[src/rtl/alu_seq_core_pkg.sv]
// alu_seq_core shared types: opcodes, FSM states, default geometry.
// Optional feature macro: ALU_SAT_EN (enables the SADD/SSUB saturating opcodes).
package alu_seq_core_pkg;

  localparam int DEF_DATA_W   = 8;
  localparam int DEF_RF_DEPTH = 4;

  typedef enum logic [3:0] {
    OP_NOP  = 4'd0,
    OP_ADD  = 4'd1,
    OP_ADC  = 4'd2,
    OP_SUB  = 4'd3,
    OP_SBB  = 4'd4,
    OP_AND  = 4'd5,
    OP_OR   = 4'd6,
    OP_XOR  = 4'd7,
    OP_NOT  = 4'd8,
    OP_SHL  = 4'd9,
    OP_SHR  = 4'd10,
    OP_LD   = 4'd11,
    OP_MUL  = 4'd12,
    OP_SADD = 4'd13,
    OP_SSUB = 4'd14
  } op_e;

  typedef enum logic {
    ST_IDLE = 1'b0,
    ST_MUL  = 1'b1
  } alu_state_e;

endpackage

[src/rtl/alu_seq_core_if.sv]
// Operation/data bus between the control unit and alu_seq_core.
// master = control unit side, slave = alu_seq_core.
interface alu_seq_core_if
  import alu_seq_core_pkg::*;
#(
  parameter int DATA_W   = DEF_DATA_W,
  parameter int RF_DEPTH = DEF_RF_DEPTH
);
  localparam int RF_AW = $clog2(RF_DEPTH);

  logic              i_op_valid;
  logic              o_op_ready;
  logic [3:0]        i_op_code;
  logic              i_dm_sel;
  logic [DATA_W-1:0] i_dm_data;
  logic              i_direct_load;
  logic [DATA_W-1:0] i_direct_data;
  logic              i_rf_we;
  logic [RF_AW-1:0]  i_rf_waddr;
  logic [RF_AW-1:0]  i_rf_raddr;
  logic [DATA_W-1:0] o_alu;
  logic [DATA_W-1:0] o_acc;
  logic [DATA_W-1:0] o_mul_hi;
  logic [DATA_W-1:0] o_rf_data;
  logic              o_carry;
  logic              o_zero;
  logic              o_done;

  modport master (
    output i_op_valid, i_op_code, i_dm_sel, i_dm_data, i_direct_load,
           i_direct_data, i_rf_we, i_rf_waddr, i_rf_raddr,
    input  o_op_ready, o_alu, o_acc, o_mul_hi, o_rf_data, o_carry, o_zero, o_done
  );

  modport slave (
    input  i_op_valid, i_op_code, i_dm_sel, i_dm_data, i_direct_load,
           i_direct_data, i_rf_we, i_rf_waddr, i_rf_raddr,
    output o_op_ready, o_alu, o_acc, o_mul_hi, o_rf_data, o_carry, o_zero, o_done
  );

endinterface

[src/rtl/alu_seq_core_mul.sv]
// Unsigned shift-add multiplier, one multiplier bit per cycle for DATA_W cycles.
// o_done marks the final step; o_product is the value that step produces,
// so the caller can commit it on the same edge the multiplier goes idle.
module alu_seq_mul #(
  parameter int DATA_W = 8
) (
  input  logic                i_clk,
  input  logic                i_rst,
  input  logic                i_start,
  input  logic [DATA_W-1:0]   i_mcand,
  input  logic [DATA_W-1:0]   i_mplier,
  output logic                o_busy,
  output logic                o_done,
  output logic [2*DATA_W-1:0] o_product
);

  localparam int CNT_W = $clog2(DATA_W);

  logic                busy_q;
  logic [CNT_W-1:0]    cnt_q;
  logic [DATA_W-1:0]   mcand_q;
  logic [2*DATA_W-1:0] prod_q;
  logic [DATA_W:0]     upper_sum;
  logic [2*DATA_W-1:0] prod_step;

  // One shift-add step: conditionally add the multiplicand into the upper half, shift right.
  always_comb begin
    upper_sum = {1'b0, prod_q[2*DATA_W-1:DATA_W]};
    if (prod_q[0]) begin
      upper_sum = upper_sum + {1'b0, mcand_q};
    end
    prod_step = {upper_sum, prod_q[DATA_W-1:1]};
  end

  // Partial product starts as {0, multiplier}; down-counter ends the run at terminal count.
  always_ff @(posedge i_clk or posedge i_rst) begin
    if (i_rst) begin
      busy_q  <= 1'b0;
      cnt_q   <= '0;
      mcand_q <= '0;
      prod_q  <= '0;
    end else if (i_start && !busy_q) begin
      busy_q  <= 1'b1;
      cnt_q   <= CNT_W'(DATA_W - 1);
      mcand_q <= i_mcand;
      prod_q  <= {{DATA_W{1'b0}}, i_mplier};
    end else if (busy_q) begin
      prod_q <= prod_step;
      if (cnt_q == '0) begin
        busy_q <= 1'b0;
      end else begin
        cnt_q <= cnt_q - 1'b1;
      end
    end
  end

  assign o_busy    = busy_q;
  assign o_done    = busy_q && (cnt_q == '0);
  assign o_product = prod_step;

endmodule

[src/rtl/alu_seq_core.sv]
// Accumulator ALU with flags, register file and multi-cycle multiplier.
// Optional feature macro: ALU_SAT_EN (SADD/SSUB unsigned saturation; otherwise they act as LD).
//
//   state   | meaning
//   ST_IDLE | ready; single-cycle ops and direct loads commit on acceptance
//   ST_MUL  | multiplier running; new operations are ignored
module alu_seq_core
  import alu_seq_core_pkg::*;
#(
  parameter int DATA_W   = DEF_DATA_W,
  parameter int RF_DEPTH = DEF_RF_DEPTH
) (
  input logic           i_clk,
  input logic           i_rst,
  alu_seq_core_if.slave bus
);

  localparam int RF_AW = $clog2(RF_DEPTH);

  alu_state_e          state_q, state_d;
  logic [DATA_W-1:0]   acc_q;
  logic [DATA_W-1:0]   mul_hi_q;
  logic                carry_q;
  logic                zero_q;
  logic                done_q;
  logic [DATA_W-1:0]   rf_q [RF_DEPTH];
  logic [RF_AW-1:0]    waddr, raddr;

  logic [DATA_W-1:0]   arg;
  logic                accept;
  logic                mul_start;
  logic                mul_done;
  logic                mul_busy;
  logic [2*DATA_W-1:0] mul_product;
  logic [DATA_W:0]     add_w, adc_w, sub_w, sbb_w;
  logic [DATA_W-1:0]   alu_res;
  logic                alu_c;

  assign waddr     = bus.i_rf_waddr;
  assign raddr     = bus.i_rf_raddr;
  assign arg       = bus.i_dm_sel ? bus.i_dm_data : rf_q[raddr];
  assign accept    = bus.i_op_valid && (state_q == ST_IDLE);
  assign mul_start = accept && !bus.i_direct_load && (bus.i_op_code == OP_MUL);

  alu_seq_mul #(.DATA_W(DATA_W)) u_mul (
    .i_clk     (i_clk),
    .i_rst     (i_rst),
    .i_start   (mul_start),
    .i_mcand   (arg),
    .i_mplier  (acc_q),
    .o_busy    (mul_busy),
    .o_done    (mul_done),
    .o_product (mul_product)
  );

  // FSM state register.
  always_ff @(posedge i_clk or posedge i_rst) begin
    if (i_rst) state_q <= ST_IDLE;
    else       state_q <= state_d;
  end

  // FSM next state: MUL lasts until the multiplier's final step.
  always_comb begin
    state_d = state_q;
    case (state_q)
      ST_IDLE: if (mul_start) state_d = ST_MUL;
      ST_MUL:  if (mul_done || !mul_busy) state_d = ST_IDLE;
      default: state_d = ST_IDLE;
    endcase
  end

  // Single-cycle result and carry, computed in DATA_W+1 bits.
  always_comb begin
    add_w   = {1'b0, acc_q} + {1'b0, arg};
    adc_w   = add_w + {{DATA_W{1'b0}}, carry_q};
    sub_w   = {1'b0, acc_q} - {1'b0, arg};
    sbb_w   = sub_w - {{DATA_W{1'b0}}, carry_q};
    alu_res = arg;
    alu_c   = carry_q;
    case (bus.i_op_code)
      OP_NOP, OP_MUL: begin alu_res = acc_q;                  alu_c = carry_q;        end
      OP_ADD:         begin alu_res = add_w[DATA_W-1:0];      alu_c = add_w[DATA_W];  end
      OP_ADC:         begin alu_res = adc_w[DATA_W-1:0];      alu_c = adc_w[DATA_W];  end
      OP_SUB:         begin alu_res = sub_w[DATA_W-1:0];      alu_c = sub_w[DATA_W];  end
      OP_SBB:         begin alu_res = sbb_w[DATA_W-1:0];      alu_c = sbb_w[DATA_W];  end
      OP_AND:         begin alu_res = acc_q & arg;            alu_c = 1'b0;           end
      OP_OR:          begin alu_res = acc_q | arg;            alu_c = 1'b0;           end
      OP_XOR:         begin alu_res = acc_q ^ arg;            alu_c = 1'b0;           end
      OP_NOT:         begin alu_res = ~arg;                   alu_c = 1'b0;           end
      OP_SHL:         begin alu_res = {acc_q[DATA_W-2:0], 1'b0}; alu_c = acc_q[DATA_W-1]; end
      OP_SHR:         begin alu_res = {1'b0, acc_q[DATA_W-1:1]}; alu_c = acc_q[0];        end
`ifdef ALU_SAT_EN
      OP_SADD: begin
        alu_res = add_w[DATA_W] ? {DATA_W{1'b1}} : add_w[DATA_W-1:0];
        alu_c   = add_w[DATA_W];
      end
      OP_SSUB: begin
        alu_res = sub_w[DATA_W] ? {DATA_W{1'b0}} : sub_w[DATA_W-1:0];
        alu_c   = sub_w[DATA_W];
      end
`endif
      default:        begin alu_res = arg;                    alu_c = carry_q;        end
    endcase
  end

  // Accumulator, flags, product high half and the commit pulse.
  always_ff @(posedge i_clk or posedge i_rst) begin
    if (i_rst) begin
      acc_q    <= '0;
      mul_hi_q <= '0;
      carry_q  <= 1'b0;
      zero_q   <= 1'b1;
      done_q   <= 1'b0;
    end else begin
      done_q <= 1'b0;
      if (accept) begin
        if (bus.i_direct_load) begin
          acc_q   <= bus.i_direct_data;
          zero_q  <= (bus.i_direct_data == '0);
          carry_q <= 1'b0;
          done_q  <= 1'b1;
        end else if (bus.i_op_code == OP_NOP) begin
          done_q <= 1'b1;
        end else if (bus.i_op_code != OP_MUL) begin
          acc_q   <= alu_res;
          zero_q  <= (alu_res == '0);
          carry_q <= alu_c;
          done_q  <= 1'b1;
        end
      end else if ((state_q == ST_MUL) && mul_done) begin
        acc_q    <= mul_product[DATA_W-1:0];
        mul_hi_q <= mul_product[2*DATA_W-1:DATA_W];
        carry_q  <= |mul_product[2*DATA_W-1:DATA_W];
        zero_q   <= (mul_product == '0);
        done_q   <= 1'b1;
      end
    end
  end

  // Register file: writes the pre-edge accumulator in any state; reads are not bypassed.
  always_ff @(posedge i_clk or posedge i_rst) begin
    if (i_rst) begin
      for (int i = 0; i < RF_DEPTH; i++) rf_q[i] <= '0;
    end else if (bus.i_rf_we) begin
      rf_q[waddr] <= acc_q;
    end
  end

  assign bus.o_op_ready = (state_q == ST_IDLE);
  assign bus.o_alu      = alu_res;
  assign bus.o_acc      = acc_q;
  assign bus.o_mul_hi   = mul_hi_q;
  assign bus.o_rf_data  = rf_q[raddr];
  assign bus.o_carry    = carry_q;
  assign bus.o_zero     = zero_q;
  assign bus.o_done     = done_q;

endmodule

[src/flat_wrapper.sv]
// flat-port wrapper written by rule: the top's interface ports become plain ports
module alu_seq_core_flat import alu_seq_core_pkg::*;
#(
  parameter int DATA_W   = DEF_DATA_W,
  parameter int RF_DEPTH = DEF_RF_DEPTH
)
  (i_clk, i_rst, bus_i_op_valid, bus_i_op_code, bus_i_dm_sel, bus_i_dm_data, bus_i_direct_load, bus_i_direct_data, bus_i_rf_we, bus_i_rf_waddr, bus_i_rf_raddr, bus_o_op_ready, bus_o_alu, bus_o_acc, bus_o_mul_hi, bus_o_rf_data, bus_o_carry, bus_o_zero, bus_o_done);
  alu_seq_core_if #(.DATA_W(DATA_W), .RF_DEPTH(RF_DEPTH)) bus_i ();
  input logic i_clk;
  input logic i_rst;
  input wire logic [$bits(bus_i.i_op_valid)-1:0] bus_i_op_valid;
  input wire logic [$bits(bus_i.i_op_code)-1:0] bus_i_op_code;
  input wire logic [$bits(bus_i.i_dm_sel)-1:0] bus_i_dm_sel;
  input wire logic [$bits(bus_i.i_dm_data)-1:0] bus_i_dm_data;
  input wire logic [$bits(bus_i.i_direct_load)-1:0] bus_i_direct_load;
  input wire logic [$bits(bus_i.i_direct_data)-1:0] bus_i_direct_data;
  input wire logic [$bits(bus_i.i_rf_we)-1:0] bus_i_rf_we;
  input wire logic [$bits(bus_i.i_rf_waddr)-1:0] bus_i_rf_waddr;
  input wire logic [$bits(bus_i.i_rf_raddr)-1:0] bus_i_rf_raddr;
  output wire logic [$bits(bus_i.o_op_ready)-1:0] bus_o_op_ready;
  output wire logic [$bits(bus_i.o_alu)-1:0] bus_o_alu;
  output wire logic [$bits(bus_i.o_acc)-1:0] bus_o_acc;
  output wire logic [$bits(bus_i.o_mul_hi)-1:0] bus_o_mul_hi;
  output wire logic [$bits(bus_i.o_rf_data)-1:0] bus_o_rf_data;
  output wire logic [$bits(bus_i.o_carry)-1:0] bus_o_carry;
  output wire logic [$bits(bus_i.o_zero)-1:0] bus_o_zero;
  output wire logic [$bits(bus_i.o_done)-1:0] bus_o_done;
  assign bus_i.i_op_valid = bus_i_op_valid;
  assign bus_i.i_op_code = bus_i_op_code;
  assign bus_i.i_dm_sel = bus_i_dm_sel;
  assign bus_i.i_dm_data = bus_i_dm_data;
  assign bus_i.i_direct_load = bus_i_direct_load;
  assign bus_i.i_direct_data = bus_i_direct_data;
  assign bus_i.i_rf_we = bus_i_rf_we;
  assign bus_i.i_rf_waddr = bus_i_rf_waddr;
  assign bus_i.i_rf_raddr = bus_i_rf_raddr;
  assign bus_o_op_ready = bus_i.o_op_ready;
  assign bus_o_alu = bus_i.o_alu;
  assign bus_o_acc = bus_i.o_acc;
  assign bus_o_mul_hi = bus_i.o_mul_hi;
  assign bus_o_rf_data = bus_i.o_rf_data;
  assign bus_o_carry = bus_i.o_carry;
  assign bus_o_zero = bus_i.o_zero;
  assign bus_o_done = bus_i.o_done;
  alu_seq_core #(.DATA_W(DATA_W), .RF_DEPTH(RF_DEPTH)) u_core (.i_clk(i_clk), .i_rst(i_rst), .bus(bus_i));
endmodule
[config.mk]
export PLATFORM = sky130hd
export DESIGN_NAME = alu_seq_core_flat
export DESIGN_NICKNAME = d
export VERILOG_FILES = /design/src/rtl/alu_seq_core_pkg.sv /design/src/rtl/alu_seq_core_if.sv /design/src/rtl/alu_seq_core_mul.sv /design/src/rtl/alu_seq_core.sv /design/src/flat_wrapper.sv
export SDC_FILE = /design/constraint.sdc
export NUM_CORES = 1
export LEC_CHECK = 0
export ABC_AREA = 1
export CORE_ASPECT_RATIO = 0.9
export CORE_UTILIZATION = 42
export CTS_CLUSTER_DIAMETER = 200
export DETAILED_ROUTE_END_ITERATION = 16
export PLACE_DENSITY_LB_ADDON = 0.25
export SETUP_SLACK_MARGIN = 0.2
export SYNTH_ARGS = -nofsm -noshare
export SYNTH_HDL_FRONTEND = slang
export SYNTH_HIERARCHICAL = 1
export SYNTH_SLANG_ARGS = --single-unit
[constraint.sdc]
create_clock -name i_clk -period 5.6 [get_ports i_clk]
set_input_delay 1.12 -clock i_clk [delete_from_list [all_inputs] [get_ports i_clk]]
set_output_delay 1.12 -clock i_clk [all_outputs]
set_load 0.02 [all_outputs]
==> results of run 1 <==
[worst max-delay path: cells and delay by family]
family	cells	cell delay, ns
adders and majority gates	3	0.81
buffers and inverters	8	1.00
and+or+nand+nor	11	1.15
[cells by family (layout without fill, tap and decap cells)]
logic type,count (synthesis),in the layout
flip-flops,80,80
AND/OR/NAND/NOR,566,566
XOR/XNOR,5,5
buffers and inverters,155,302
adder cells (fa/ha/maj),44,44
multiplexers,6,6
AO/OA/AOI/OAI,125,125
[placed cells by master, fill, tap and decap left out, types with 3 or more instances in the layout]
cell             count
a22oi_1              9
mux2_2               6
nor2_2               7
clkdlybuf4s50_1     56
inv_1              117
nor4_1               4
nand2_2              3
o21ai_0             57
a21oi_2              4
o221ai_1             3
buf_4               94
clkbuf_16            9
ha_1                39
nor2_1              82
nand3_1            125
nand3b_1             6
or2_2                6
dlygate4sd2_1        3
clkbuf_2             4
nand3_2              4
nand2_1            311
o211ai_1             5
nor3_1               3
xor2_1               3
o22ai_1              5
a21oi_1             31
dfrtp_1             79
nand4_1              9
inv_2                8
and2_1               4
o21ai_1              5
[routing by layer]
| layer | vias up | track usage [%] | wire (um) |
|---|---|---|---|
| met5 | - | 0 | 0 |
| met4 | 0 | 8.05 | 354 |
| li1 | 3445 | - | - |
| met3 | 25 | 5.83 | 1690 |
| met1 | 3227 | 41.0 | 10300 |
| met2 | 266 | 41.8 | 9160 |
[how the worst max path moves through the flow]
stage	start	slack (ns)	depth (start not counted)	endpoint
CTS	bus_i_rf_raddr[0]	0.24	22	bus_o_alu[6]
global route	bus_i_rf_raddr[0]	0.17	22	bus_o_alu[6]
global placement	bus_i_rf_raddr[0]	-0.31	22	bus_o_alu[6]
finish	bus_i_rf_raddr[0]	0.37	22	bus_o_alu[6]
detailed placement	bus_i_rf_raddr[0]	-0.32	23	bus_o_alu[6]
floorplan	bus_i_rf_raddr[0]	0.91	22	bus_o_alu[6]
[state kept, by name (all words and copies together) (netlist names)]
signal	flops
u_core/u_mul/cnt_q	3
u_core/bus.o_zero	1
u_core/bus.o_done	1
u_core/u_mul/prod_q	16
u_core/bus.o_mul_hi	8
u_core/u_mul/o_busy	1
u_core/bus.o_acc	8
u_core/u_mul/mcand_q	8
u_core/state_q	1
u_core/rf_q	32
u_core/bus.o_carry	1
[report_power, final]
part,internal [mW],switching [mW]
combinational,0.702,1.01
clock,0.372,0.245
sequential,0.729,0.169
total,1.80,1.42
[per-stage QoR]
step	total power, mW	setup TNS [ns]	setup WS [ns]
global placement	2.54	-1.02	-0.307
finish	3.22	0	0.375
floorplan	1.88	0	0.906
global route	3.46	0	0.167
CTS	3.19	0	0.240
detailed placement	2.56	-1.06	-0.321
[timing repair]
action                                  CTS  global route
endpoints found under the setup margin    7             7
buffers inserted                          0             0
resized for setup                        11            23
gates cloned                              0             0
hold buffers                              0             0
[cell type report]
class                      count  area share (%)
clock buffer                  11            3.07
clock inverter                 5           0.760
inverter                     126            5.75
multi-input combinational    746            46.7
sequential                    80            24.3
tap                          198            3.01
timing repair buffer         160            16.4
==> metrics.cfg, run 1 <==
[logic_synthesis]
syn_nets=1055
muxShareOfSynthArea_pct=1.05
synth_compound_area_share_pct=11.0
yosysUniqueCellTypes=41
synth_top_cell_area_share_pct=30.7
synth_top_area_cell=dfrtp_1
synth_enable_flop_cells=0
synth_warnings=6
synthAdderAreaFrac_pct=8.91
synth_most_common_cell=nand2_1
synth_commonest_cells=nand2_1, nand3_1, inv_1, nor2_1, dfrtp_1
synth_simple_gate_area_share_pct=37.3
netlist_instances=981
synth_area_um2=6430
yosysSeqAreaShare_pct=31.1
synthArstFlopShare_pct=100
synth_xor_xnor_area_share_pct=0.681
synth_area_leaders=dfrtp_1, nand2_1, nand3_1
synth-seq-cells=80
ys.flop_type=dfrtp_1
synth_top_family_by_area=simple AND/OR/NAND/NOR gates
synth_area_per_cell_um2=6.56

[grt]
antenna_found_initial=0
grt-ovfl-total=0
grt_usage_pct=28.2
first_global_vias=6503
grt_pass1_wl_um=34300
grt_max_degree=53

[setup_path]
critPathSlowestCell=fa_2
critPathLaunchType=input pin
reg2reg_slack_ns=2.23
worstPathRequired_ns=4.48
r2r_cells=21
crit_path_max_fanout=5
r2r_start=u_core/bus.o_acc[0]$_DFFE_PP0P_
slowest_delay_ns=0.45
critPathCaptureType=primary output
arrival_ns=4.11
r2r-end=u_core/bus.o_zero$_DFFE_PP1P_
crit_path_cell_trace=dlygate4sd2_1, buf_4, nand2_1, nand3_1, nand3_2, nand2_2, ha_1, inv_1, fa_2, inv_1, ha_1, inv_1, nor2_1, nand3_2, nor2_2, buf_4, nand3_1, nand3_1, nand3_1, nand2_1, inv_1, clkbuf_2
path_class=in -> out

[timing]
fmax_mhz=191
min_period_ns=5.23
clock_skew_ns=0.00983
worst_pin_slew_ns=1.09
fin_crit_sh_pct=93.3
slew_headroom_pct=27.1
holdWs_ns=0.480
hold_viol=0
slew_violations=0
rsz0062_at_grt=true
setup_violations=0

[final_layout]
syn2layout_area_growth_pct=27.9
multi_input_comb_area_um2=3840
seq_area_um2=2000
final_nets=1197
final_core_util_pct=55.5
final_layout_size_suffix_gt1_share_pct=14.4
diodes=0
finish.instance_area_um2=8230
final_cells=1326
fillers=1460

[floorplan]
fp.dieH_um=119
dieWidth_um=132
die_area_um2=15800
pin_count=66
num_rows=42
start_util_pct=43.4
core_um2=14800

[clock_tree]
clkLatencyLatePin_ns=0.35
h-tree-depth=3
cts_tree=done
clkSlewWorstSetupHoldPaths_ns=0.06
cts_sinks=80
cts_made_buffers=9
root_buffer=clkbuf_16
cts_max_path_buffers=2

[power]
leakage_nw=4.34
power.density_nw_per_um2=392
irDropWorstVdd_v=0.000153

[drt]
drcViolationCount=0
dr.pass1.iters=7
wl_um=21500
ant_nets=0
vias_per_cell=5.25
routedWlPerCell_um=16.2
vias=6963
drt_first_iter_violations=668

[run]
maxCapViolations=0

[worst_hold_path]
hp-start=u_core/rf_q[15]$_DFFE_PP0P_
holdPathEnd=u_core/rf_q[15]$_DFFE_PP0P_
min_path_cells=2
min_path_type=reg -> reg

[placement]
gp_congestion=0.972
dpl_cell_area_um2=7880
dp_cells=1310
dp_hpwl_um=16700
portBuffers=65

[outcome]
status=completed

Power figures use the tool's default switching activity.
==> run 2: changes to the inputs <==
==> constraint.sdc (replaced) <==
create_clock -name i_clk -period 5.6 [get_ports i_clk]
set_input_delay 0.56 -clock i_clk [delete_from_list [all_inputs] [get_ports i_clk]]
set_output_delay 0.56 -clock i_clk [all_outputs]
set_load 0.02 [all_outputs]
==> run 2 against run 1 <==
  * Count of clock-buffer cells in the layout decreased by 2
  * Utilization decreased by 5.0 points
  * Sequential share of layout area increased by 2.4 points
  * Clock skew about the same
  * Wire length decreased by 4.3%
  * Largest cell class unchanged
==> metrics.cfg, run 2 (synthesized netlist as in run 1, its figures left out) <==
[clock_tree]
root_buffer=clkbuf_16
clkLatencyLatePin_ns=0.35
cts_max_path_buffers=2
h-tree-depth=3
cts_made_buffers=9
cts_tree=done
postCtsSetupBuffers=0
cts.repair.resized=0
cts_hold_buf=0
cts_sinks=80
clkSlewWorstSetupHoldPaths_ns=0.06

[final_layout]
largestRegisters=u_core/rf_q: 32 flops, u_core/u_mul/prod_q: 16 flops
final_core_util_pct=50.5
final_cells=1233
final_nets=1104
diodes=0
final_common_cell=nand2_1
syn2layout_area_growth_pct=16.4
final_layout_size_suffix_gt1_share_pct=4.83
largest_reg_flops=32
regMostFlops=u_core/rf_q
finish.instance_area_um2=7490
final_cell_mix=nand2_1, nand3_1, inv_1
fillers=1519

[grt]
antenna_found_initial=0
first_global_vias=6096
grt_max_degree=53
grt_pass1_wl_um=32600
grt_usage_pct=26.8
grt-ovfl-total=0

[placement]
dp_hpwl_um=15800
gp_congestion=0.980
dp_cells=1217
dpl_cell_area_um2=7180
portBuffers=65

[power]
power.density_nw_per_um2=392
irDropWorstVdd_v=0.000173
swShare_pct=46.1
power_mw=2.93
p_comb_share_pct=48.9
power_frac_clock_pct=20.3
leakage_nw=3.86
power_switching_mw=1.35
pwr-share-seq_pct=30.7
p_int_mw=1.58

[floorplan]
die_area_um2=15800
core_um2=14800
fp.dieH_um=119
dieWidth_um=132
num_rows=42
start_util_pct=43.4
pin_count=66

[setup_path]
worstPathRequired_ns=5.04
critPathCaptureType=primary output
crit_path_max_fanout=9
critPathLaunchType=input pin
arrival_ns=4.46
path_class=in -> out

[timing]
setup_violations=0
slew_headroom_pct=27.7
tns_ns=0
worst_pin_slew_ns=1.08
slew_violations=0
fmax_mhz=199
clock_skew_ns=0.0101
min_period_ns=5.02
fin_crit_sh_pct=89.6
rsz0062_at_grt=false
hold_viol=0

[drt]
vias=6588
wl_um=20600
drcViolationCount=0
ant_nets=0
drt_first_iter_violations=744
vias_per_cell=5.34
dr.pass1.iters=6
routedWlPerCell_um=16.7

[run]
maxCapViolations=0

[worst_hold_path]
min_path_type=reg -> reg

[outcome]
status=completed

[run 2: changes by cell type in the layout (fill, tap and decap cells not counted), sizes merged]
| cell | delta |
|---|---|
| dlymetal6s2s | -1 |
| clkdlybuf4s50 | +8 |
| clkbuf | -6 |
| inv | +1 |
| dlygate4sd2 | -3 |
| buf | -93 |
| clkinvlp | +1 |
[run 2: final cells by class]
| cell class | instances | area (um2) | area share [%] |
|---|---|---|---|
| Inverter | 126 | 473 | 6.32 |
| Clock inverter | 7 | 78.8 | 1.05 |
| Clock buffer | 9 | 225 | 3.01 |
| Multi-Input combinational cell | 746 | 3790 | 50.6 |
| Sequential cell | 80 | 2000 | 26.8 |
| Tap cell | 198 | 248 | 3.31 |
| Timing Repair Buffer | 67 | 668 | 8.92 |
[run 2: worst max-delay path: stages]
cell	delay [ns]
clkdlybuf4s50_1	0.66
inv_1	0.22
nand3_1	0.15
nand3_1	0.16
nand2_1	0.18
ha_1	0.25
inv_1	0.08
fa_1	0.44
inv_1	0.12
nand2_1	0.07
nor2_1	0.14
nand3_1	0.14
nor2_1	0.18
nand3_1	0.10
nand2_1	0.07
nand3_1	0.07
nand3_1	0.10
nand2_1	0.09
inv_1	0.08
clkdlybuf4s50_1	0.60
[run 2: metal layers]
| layer | up-vias | track usage [%] | wire [um] |
|---|---|---|---|
| met5 | - | 0 | 0 |
| met4 | 0 | 8.76 | 504 |
| met3 | 36 | 4.85 | 1530 |
| met2 | 273 | 39.2 | 8550 |
| met1 | 3010 | 39.4 | 9970 |
| li1 | 3269 | - | - |
[run 2: path summary, 6_finish.rpt]
path,start,end,slack (ns),cells after the start
min reg2reg,u_core/rf_q[17]$_DFFE_PP0P_,u_core/rf_q[17]$_DFFE_PP0P_,0.48,2
max reg2reg,u_core/rf_q[8]$_DFFE_PP0P_,u_core/bus.o_zero$_DFFE_PP1P_,2.21,22
max,bus_i_rf_raddr[1],bus_o_alu[7],0.58,20
min in group asynchronous,i_rst,u_core/bus.o_mul_hi[7]$_DFFE_PP0P_,0.73,3
max in group asynchronous,i_rst,u_core/u_mul/prod_q[4]$_DFFE_PP0P_,4.11,2
min,u_core/rf_q[17]$_DFFE_PP0P_,u_core/rf_q[17]$_DFFE_PP0P_,0.48,2
[run 2: metrics by stage]
step	worst slack, ns	hold slack, ns
finish	0.581	0.483
global route	0.240	0.514
CTS	0.538	0.489
detailed placement	0.575	0.474
global placement	0.612	0.460
floorplan	2.03	0.440
[run 2: power by group through the flow]
stage	Sequential, mW	Clock, mW	Combinational [mW]
after floorplan	0.853	0	1.02
after global placement	0.911	0	1.39
after detailed placement	0.907	0	1.41
after CTS	0.901	0.610	1.42
after global routing	0.923	0.632	1.61
final	0.901	0.597	1.44
==> run 3: changes to the inputs <==
==> constraint.sdc (replaced) <==
create_clock -name i_clk -period 6 [get_ports i_clk]
set_input_delay 0.6 -clock i_clk [delete_from_list [all_inputs] [get_ports i_clk]]
set_output_delay 0.6 -clock i_clk [all_outputs]
set_load 0.02 [all_outputs]
==> run 3 against run 2 <==
  * Sequential power decreased by 6.0%
  * Setup slack gained 0.18 ns
  * Non-clock buffer count is 1 lower
  * Count of clock-buffer cells in the layout up 1
  * Cell count about the same
  * Via count increased by 0.82%
==> metrics.cfg, run 3 (synthesized netlist as in run 1, its figures left out) <==
[drt]
vias=6642
ant_nets=0
wl_um=20900
routedWlPerCell_um=17.0
drt_first_iter_violations=652
dr.pass1.iters=5
drcViolationCount=0
vias_per_cell=5.39

[grt]
grt_max_degree=53
first_global_vias=6182
grt-ovfl-total=0
grt_usage_pct=27.3
antenna_found_initial=0
grt_pass1_wl_um=33300

[floorplan]
dieWidth_um=132
core_um2=14800
num_rows=42
pin_count=66
start_util_pct=43.4
die_area_um2=15800
fp.dieH_um=119

[setup_path]
crit_buf_inv=8
critPathLaunch=bus_i_rf_raddr[1]
critPathLaunchType=input pin
r2r_start=u_core/rf_q[16]$_DFFE_PP0P_
arrival_ns=4.63
path_class=in -> out
critPathCaptureType=primary output
reg2reg_slack_ns=2.54
slowest_delay_ns=0.68
crit_family=buffers and inverters
crit_path_max_fanout=9
critPathSlowestCell=clkdlybuf4s50_1
worstPathRequired_ns=5.40
crit_top_cell=inv_1
crit_path_cell_trace=clkdlybuf4s50_1, inv_1, nand3_1, nand3_1, nand2_1, ha_1, inv_1, fa_1, inv_1, ha_1, inv_1, nor2_1, nand3_1, inv_1, nand2_1, o21ai_0, nand3_1, nand3_1, nand2_1, inv_1, clkdlybuf4s50_1

[clock_tree]
cts.repair.resized=0
cts_sinks=80
root_buffer=clkbuf_16
cts_hold_buf=0
cts_made_buffers=9
h-tree-depth=3
cts_max_path_buffers=2
cts_tree=done
postCtsSetupBuffers=0
clkLatencyLatePin_ns=0.34
clkSlewWorstSetupHoldPaths_ns=0.06

[timing]
tns_ns=0
setup_violations=0
worst_pin_slew_ns=1.07
min_period_ns=5.23
slew_violations=0
fmax_mhz=191
hold_viol=0
rsz0062_at_grt=false
clock_skew_ns=0.0101
fin_crit_sh_pct=87.2
slew_headroom_pct=28.8

[final_layout]
diodes=0
final_cell_mix=nand2_1, nand3_1, inv_1
largestRegisters=u_core/rf_q: 32 flops, u_core/u_mul/prod_q: 16 flops
final_nets=1103
fillers=1551
final_common_cell=nand2_1
final_cells=1232
largest_reg_flops=32
final_layout_size_suffix_gt1_share_pct=4.64
regMostFlops=u_core/rf_q
syn2layout_area_growth_pct=16.1

[run]
maxCapViolations=0

[worst_hold_path]
hp-start=u_core/u_mul/cnt_q[0]$_DFFE_PP0P_
min_path_type=reg -> reg

[power]
irDropWorstVdd_v=0.000168
leakage_nw=3.85
power.density_nw_per_um2=366

[outcome]
status=completed

[placement]
portBuffers=65
dp_hpwl_um=16100
gp_congestion=0.978
dp_cells=1216

## run 3: area by class of cell
class                   count  area, um2  share of cell area (%)
repair buffers             66        661                    8.84
clock buffers              10        229                    3.06
inverters                 126        473                    6.33
multi-input cells         746       3790                    50.7
well taps                 198        248                    3.31
clock inverters             6       67.6                   0.904
flip-flops and latches     80       2000                    26.8
## run 3: layer usage
layer / vias up / share of wire (%) / routed length, um / global-route usage (%)
met5: - / 0 / 0 / 0
met4: 0 / 2.7 / 567 / 9.48
met3: 38 / 8.1 / 1700 / 5.02
met2: 292 / 41 / 8680 / 40.4
met1: 3049 / 48 / 9980 / 39.7
li1: 3263 / - / - / -
## run 3: final timing paths
check | endpoint | cells after the start
max | bus_o_alu[6] | 21
min | u_core/u_mul/cnt_q[0]$_DFFE_PP0P_ | 1
max reg2reg | u_core/bus.o_zero$_DFFE_PP1P_ | 22
min reg2reg | u_core/u_mul/cnt_q[0]$_DFFE_PP0P_ | 1
max in group asynchronous | u_core/u_mul/mcand_q[2]$_DFFE_PP0P_ | 2
min in group asynchronous | u_core/bus.o_acc[0]$_DFFE_PP0P_ | 3
## run 3: stage by stage
| stage | area [um2] | util, % | total power, mW | hold slack [ns] | setup WS, ns |
|---|---|---|---|---|---|
| after floorplan | 6430 | - | 1.75 | 0.440 | 2.35 |
| after global routing | 7470 | 50.4 | 2.96 | 0.495 | 0.488 |
| after detailed placement | 7170 | 48.4 | 2.17 | 0.470 | 0.608 |
| after CTS | 7470 | 50.4 | 2.73 | 0.478 | 0.584 |
| after global placement | 7170 | 48.4 | 2.16 | 0.459 | 0.686 |
| final | 7470 | 50.4 | 2.74 | 0.475 | 0.765 |
## run 3: power breakdown
group          switching, mW  internal [mW]  total (mW)  leakage, nW
registers              0.167          0.680       0.847         1.00
logic                  0.869          0.470        1.34         2.71
clock network          0.225          0.324       0.549        0.139
total                   1.26           1.47        2.74         3.85
